## src/rtl/hpdmc_databridge.sv

```systemverilog
// Host-side burst sequencer between the bus port and the DDR datapath buffers.
// Optional burst statistics are enabled by defining HPDMC_DATABRIDGE_STATS_EN.
module hpdmc_databridge #(
  parameter int RD_LAT = 4,
  parameter int WCNT_W = 16
) (
  input  logic        clk,
  input  logic        rst,
  input  logic        wr_req,
  output logic        wr_ack,
  input  logic [63:0] wr_dat,
  input  logic [7:0]  wr_mask,
  input  logic        rd_req,
  output logic        rd_ack,
  output logic [63:0] rd_dat,
  output logic        rd_valid,
  input  logic        wgo,
  input  logic        rgo,
  output logic        wready,
  output logic        busy,
  output logic        op_write,
  output logic        op_read,
  output logic        buffer_w_next,
  output logic        buffer_w_nextburst,
  output logic [7:0]  buffer_w_mask,
  output logic [63:0] buffer_w_dat,
  output logic        buffer_r_next,
  output logic        buffer_r_nextburst,
  input  logic [63:0] buffer_r_dat
`ifdef HPDMC_DATABRIDGE_STATS_EN
  ,
  output logic [WCNT_W-1:0] stat_wbursts,
  output logic [WCNT_W-1:0] stat_rbursts
`endif
);

  localparam logic [3:0] S_IDLE   = 4'd0;
  localparam logic [3:0] S_WCLR   = 4'd1;
  localparam logic [3:0] S_WFILL  = 4'd2;
  localparam logic [3:0] S_WHOLD  = 4'd3;
  localparam logic [3:0] S_WDRIVE = 4'd4;
  localparam logic [3:0] S_RWAIT  = 4'd5;
  localparam logic [3:0] S_RDRIVE = 4'd6;
  localparam logic [3:0] S_RLAT   = 4'd7;
  localparam logic [3:0] S_RCLR   = 4'd8;
  localparam logic [3:0] S_RDRAIN = 4'd9;

  localparam logic [3:0] LAT_END = 4'(RD_LAT - 1);

  if (RD_LAT < 1 || RD_LAT > 15 || WCNT_W < 1) begin : g_param_check
    $error("hpdmc_databridge: RD_LAT must be 1..15 and WCNT_W at least 1");
  end

  logic [3:0] state, state_nxt;
  logic [1:0] cnt;
  logic [3:0] lat;
  logic       beat_step;
  logic       rd_last;

  always_comb begin
    state_nxt = state;
    case (state)
      S_IDLE:   if (wr_req) state_nxt = S_WCLR;
                else if (rd_req) state_nxt = S_RWAIT;
      S_WCLR:   state_nxt = S_WFILL;
      S_WFILL:  if (wr_req && cnt == 2'd3) state_nxt = S_WHOLD;
      S_WHOLD:  if (wgo) state_nxt = S_WDRIVE;
      S_WDRIVE: if (cnt == 2'd3) state_nxt = S_IDLE;
      S_RWAIT:  if (rgo) state_nxt = S_RDRIVE;
      S_RDRIVE: if (cnt == 2'd3) state_nxt = S_RLAT;
      S_RLAT:   if (lat == LAT_END) state_nxt = S_RCLR;
      S_RCLR:   state_nxt = S_RDRAIN;
      S_RDRAIN: if (cnt == 2'd3) state_nxt = S_IDLE;
      default:  state_nxt = S_IDLE;
    endcase
  end

  // One beat counter serves fill, drive and drain; it only pauses on fill gaps.
  assign beat_step = (state == S_WFILL && wr_req) || state == S_WDRIVE ||
                     state == S_RDRIVE || state == S_RDRAIN;

  always_ff @(posedge clk or posedge rst) begin
    if (rst) begin
      state    <= S_IDLE;
      cnt      <= 2'd0;
      lat      <= 4'd0;
      rd_dat   <= 64'd0;
      rd_valid <= 1'b0;
      rd_last  <= 1'b0;
    end else begin
      state <= state_nxt;
      if (beat_step) cnt <= cnt + 2'd1;
      else if (state != S_WFILL) cnt <= 2'd0;
      if (state == S_RLAT && lat != LAT_END) lat <= lat + 4'd1;
      else lat <= 4'd0;
      if (state == S_RDRAIN) rd_dat <= buffer_r_dat;
      rd_valid <= (state == S_RDRAIN);
      rd_last  <= (state == S_RDRAIN && cnt == 2'd3);
    end
  end

  assign wr_ack             = (state == S_WFILL) && wr_req;
  assign buffer_w_next      = wr_ack;
  assign buffer_w_nextburst = (state == S_WCLR);
  assign buffer_w_dat       = wr_dat;
  assign buffer_w_mask      = wr_mask;
  assign rd_ack             = (state == S_IDLE) && !wr_req && rd_req;
  assign wready             = (state == S_WHOLD);
  assign busy               = (state != S_IDLE);
  assign op_write           = (state == S_WDRIVE);
  assign op_read            = (state == S_RDRIVE);
  assign buffer_r_nextburst = (state == S_RCLR);
  assign buffer_r_next      = (state == S_RDRAIN);

`ifdef HPDMC_DATABRIDGE_STATS_EN
  always_ff @(posedge clk or posedge rst) begin
    if (rst) begin
      stat_wbursts <= '0;
      stat_rbursts <= '0;
    end else begin
      if (state == S_WDRIVE && cnt == 2'd3 && stat_wbursts != '1)
        stat_wbursts <= stat_wbursts + WCNT_W'(1);
      if (rd_last && stat_rbursts != '1)
        stat_rbursts <= stat_rbursts + WCNT_W'(1);
    end
  end
`endif

endmodule
```

## config.mk

```make
export PLATFORM = sky130hd
export DESIGN_NAME = hpdmc_databridge
export DESIGN_NICKNAME = d
export VERILOG_FILES = /design/src/rtl/hpdmc_databridge.sv
export SDC_FILE = /design/constraint.sdc
export NUM_CORES = 1
export LEC_CHECK = 0
export ABC_AREA = 1
export ABC_CLOCK_PERIOD_IN_PS = 3600
export CAP_MARGIN = 20
export CORE_ASPECT_RATIO = 0.75
export CORE_MARGIN = 5
export CORE_UTILIZATION = 34
export DETAILED_ROUTE_END_ITERATION = 6
export GPL_TIMING_DRIVEN = 1
export PLACE_DENSITY_LB_ADDON = 0.05
export SETUP_SLACK_MARGIN = 0.1
export SLEW_MARGIN = 20
export SYNTH_ARGS = -nofsm -noshare
export SYNTH_HDL_FRONTEND = slang
export SYNTH_SLANG_ARGS = --single-unit
```

## constraint.sdc

```tcl
create_clock -name clk -period 3.6 [get_ports clk]
set_clock_uncertainty 0.15 [all_clocks]
set_input_delay 0.9 -clock clk [delete_from_list [all_inputs] [get_ports clk]]
set_output_delay 0.9 -clock clk [all_outputs]
set_load 0.02 [all_outputs]
```

# Word level (Yosys, flattened, before mapping)
# Cells that the tools add are included.
# totals
regBits	75
latch_bits	0
ram_bits	0
mem_bits_ro	0
in_bits	142
output_inout_bits	147
word_cells	53
memories	0
# op_classes
add_sub_neg	2
mul	0
div_mod_pow	0
magnitude_cmp	0
eq_ne	20
n_shift	0
n_mux	12
bitwise_logic	0
reduce_logical	14
# ops
cell	count
$mux 4	9
$pmux 4 s9	1
$eq 4x3->1 const B	4
$eq 4x2->1 const B	3
$eq 4x4->1 const B	2
$ne 2x2->1 const B	4
$ne 4x2->1 const B	2
$reduce_and 7->1	1
$logic_and 1x1->1	5
$add 4x1->4 const B	1
$eq 4x1->1 const B	1
$logic_not 4->1	1
$mux 2	2
$ne 2x1->1 const B	2
$reduce_bool 4->1	1
$logic_or 1x1->1	3
$ne 3x3->1 const B	1
$add 2x1->2 const B	1
$eq 2x2->1 const B	1
$reduce_bool 2->1	1
$reduce_or 2->1	1
$logic_not 1->1	1

# Depth between registers and ports, before layout
# depth
ltp_word	6
mapped_depth	9
ltp_nobuf	9

# Least setup slack after synthesis
# Ideal clock, no wire load.
# synth_timing
kind	input to output
start	input wr_req
end	output wr_ack
arrival_ns	1.399
t_required_ns	2.550
setup_slack_ns	1.151
cell_stages	3
n_path_buf	1
cell_sequence	inv_1 -> nor2_2 -> buf_4
# synth_between
elab_chain_len	1
# synth_rtl
item	line_no	rtl
from (decl)	9	input logic wr_req,
$logic_and 1x1->1	102	assign wr_ack = (state == S_WFILL) && wr_req;
to (decl)	10	output logic wr_ack,
# No other way between the ends.

# Worst setup path in the final report
# layout_timing
start	input wr_req
end	output rd_ack
# layout_between
elab_chain_len	3
# layout_rtl
item	line_no	rtl
$logic_not 1->1	107	assign rd_ack = (state == S_IDLE) && !wr_req && rd_req;
$logic_and 1x1->1 (2 in a row)	107	
to (decl)	14	output logic rd_ack,
# No other way between the ends.

==> results <==
layout make-up:
cell class	instances	share of cell area
repair buffers	147	0.296
clock inverters	2	0.00704
inverters	19	0.0146
clock buffers	13	0.0523
flip-flops and latches	75	0.377
multi-input cells	262	0.218
well taps	140	0.0352
final timing paths:
kind,startpoint,to,slack [ns],depth (start not counted)
min in group asynchronous,rst,rd_dat[24],0.85,2
setup / recovery,wr_req,rd_ack,0.24,5
setup reg to reg,state[3],state[2],1.39,9
max in group asynchronous,rst,rd_dat[63],1.81,3
hold reg to reg,lat[0],lat[0],0.31,1
hold / removal,lat[0],lat[0],0.31,1
worst max-delay path: cells and delay by family:
kind,cells,cell delay [ns]
buffers and inverters,3,1.20
AND/OR/NAND/NOR,2,0.22
kinds of logic (layout without fill, tap and decap cells):
logic type | count (synthesis) | count (layout)
AOI/OAI and AO/OA | 6 | 6
xor gates and xnor gates | 1 | 1
adders and majority gates | 2 | 2
buffers and inverters | 106 | 181
DFF | 75 | 75
and+or+nand+nor | 253 | 253
placed cells by master, fill, tap and decap left out, drive strengths merged:
cell type and instances:
dfrtp 75, buf 3, nand3 13, clkbuf 13
o21a 1, o21ai 3, or2 1, nand3b 1
nand2 220, inv 18, bufinv 1, clkdlybuf4s50 144
nor3 1, clkinv 2, nor2 15, xor2 1
a21oi 2, nand4 1, nor4 1, ha 2
power by group:
part           switching [mW]  internal [mW]  total (mW)
combinational            1.08          0.954        2.03
clock                   0.316          0.570       0.885
sequential              0.218           1.23        1.45
metal layers:
layer / global-route usage / wire length (microns) / vias to the layer above
met1: 0.184 / 4040 / 1263
li1: - / - / 1410
met4: 0.0443 / 121 / 0
met2: 0.198 / 3690 / 153
met3: 0.0826 / 1140 / 22
met5: 0 / 0 / -
sequential cells by signal, indices dropped and copies added (netlist names):
name	count
lat	4
cnt	2
rd_valid	1
rd_dat	64
state	4
==> impl_metrics.toml <==
[synth]
synthTopCellsByArea = "dfrtp_1 (50%), nand2_1 (22%), buf_4 (15%)"
synth-seq-area-share = 0.504
synth_seq_cells = 75
synthTopCellsByCount = "nand2_1 (218), dfrtp_1 (75), buf_4 (74)"
synthAdderAreaFrac = 0.00672
yosysMostFrequentCell = "nand2_1"
async_reset_ff_frac = 1.00
synth_top_family_by_area = "simple AND/OR/NAND/NOR gates"
synth_warnings = 0
synth_area_sq_mm = 0.00372
yosys.area_share.simple = 0.271
syn-num-nets = 587
synth_edf_count = 0
synthDistinctLibCells = 25
synth_compound_area_frac = 0.00974
synthFlopType = "dfrtp_1"
yosys-mux-area-fraction = 0
syn_inst = 443
synth_area_per_cell_sq_um = 8.41
synth_xor_area_frac = 0.00235
yosys.area.top_type = "dfrtp_1"
synth_top_area_frac = 0.504

[grt]
grt_pass1_vias = 2909
overflow = 0
grt_max_degree = 66
gr-usage-all-layers = 0.142
grt_pass1_wl_microns = 14600
grt_antenna_before_repair = 0

[layout]
nets = 658
area_growth_pct = 33.7
multiInputGateArea_sq_mm = 0.00108
final_area_sq_mm = 0.00498
fin_util = 0.460
finalNonFillerCells = 658
fillCellCount = 1047
drive_gt1_frac = 0.0598
regArea_sq_mm = 0.00188
antenna-diode-count = 0

[sta]
fin_hold_ws_ns = 0.306
drv_slew = 0
timing.slew.headroom = 0.525
fin_crit_sh = 0.932
layout_min_cycle_time_ns = 3.36
final-hold-violation-count = 0
worst_pin_slew_ns = 0.712
setup_viol = 0
timing.final.ws_setup_ns = 0.244
max_clock_freq_mhz = 298
rsz0062_at_grt = "false"
setup_tns_ns = 0

[floorplanning]
start_util = 0.344
die-area_sq_mm = 0.0132
die_x_microns = 131
die_y_microns = 101
io_pins = 289
fp-row-count = 33
core_area_sq_mm = 0.0108

[worst_setup_path]
crit_chain = "clkdlybuf4s50_1 > inv_1 > nand3_1 > nor2_1 > clkdlybuf4s50_1"
cp.required_ns = 2.55
critPathMaxFanout = 3
path_class = "in2out"
cp-start-kind = "input port"
slowest_delay_ns = 0.61
worst_path_max_delay_cell = "clkdlybuf4s50_1"
worstPathArrival_ns = 2.31
path_common_cell = "clkdlybuf4s50_1"
crit_path_end_kind = "output pin"

[routing]
viasPerCell = 4.33
first_iter_violations = 119
drt-total-wl_microns = 8990
dr.pass1.iters = 4
drc = 0
postRouteAntennaNets = 0
wire_per_inst_microns = 13.7
vias = 2848

[cts]
clock_path_buffers = 2
cts_tree = "done"
postCtsSetupBuffers = 0
clk_latency_ns = 0.32
clock_sinks = 75
clkTransAtPathRegs_ns = 0.05
post_cts_resized = 0
clock-root-buffer = "clkbuf_16"
cts_hold_buffers = 0
htreeDepth = 3
numCtsBuffers = 9

[power]
p_total_mw = 4.37
powerDensity_mw_per_mm2 = 877
leakage_nw = 2.35
worst_ir_drop_vdd_uv = 301

[place]
pre_cts_ws_ns = 0.254
postPlaceCellArea_sq_mm = 0.00468
dp_hpwl_microns = 6290
dp.cells = 643
io_buffers = 144
gp_congestion = 0.827

[outcome]
outcome = "complete, no violations"

[min_path]
hp-class = "reg2reg"

[run]
maxCapViolations = 0
Power figures use the tool's default switching activity.
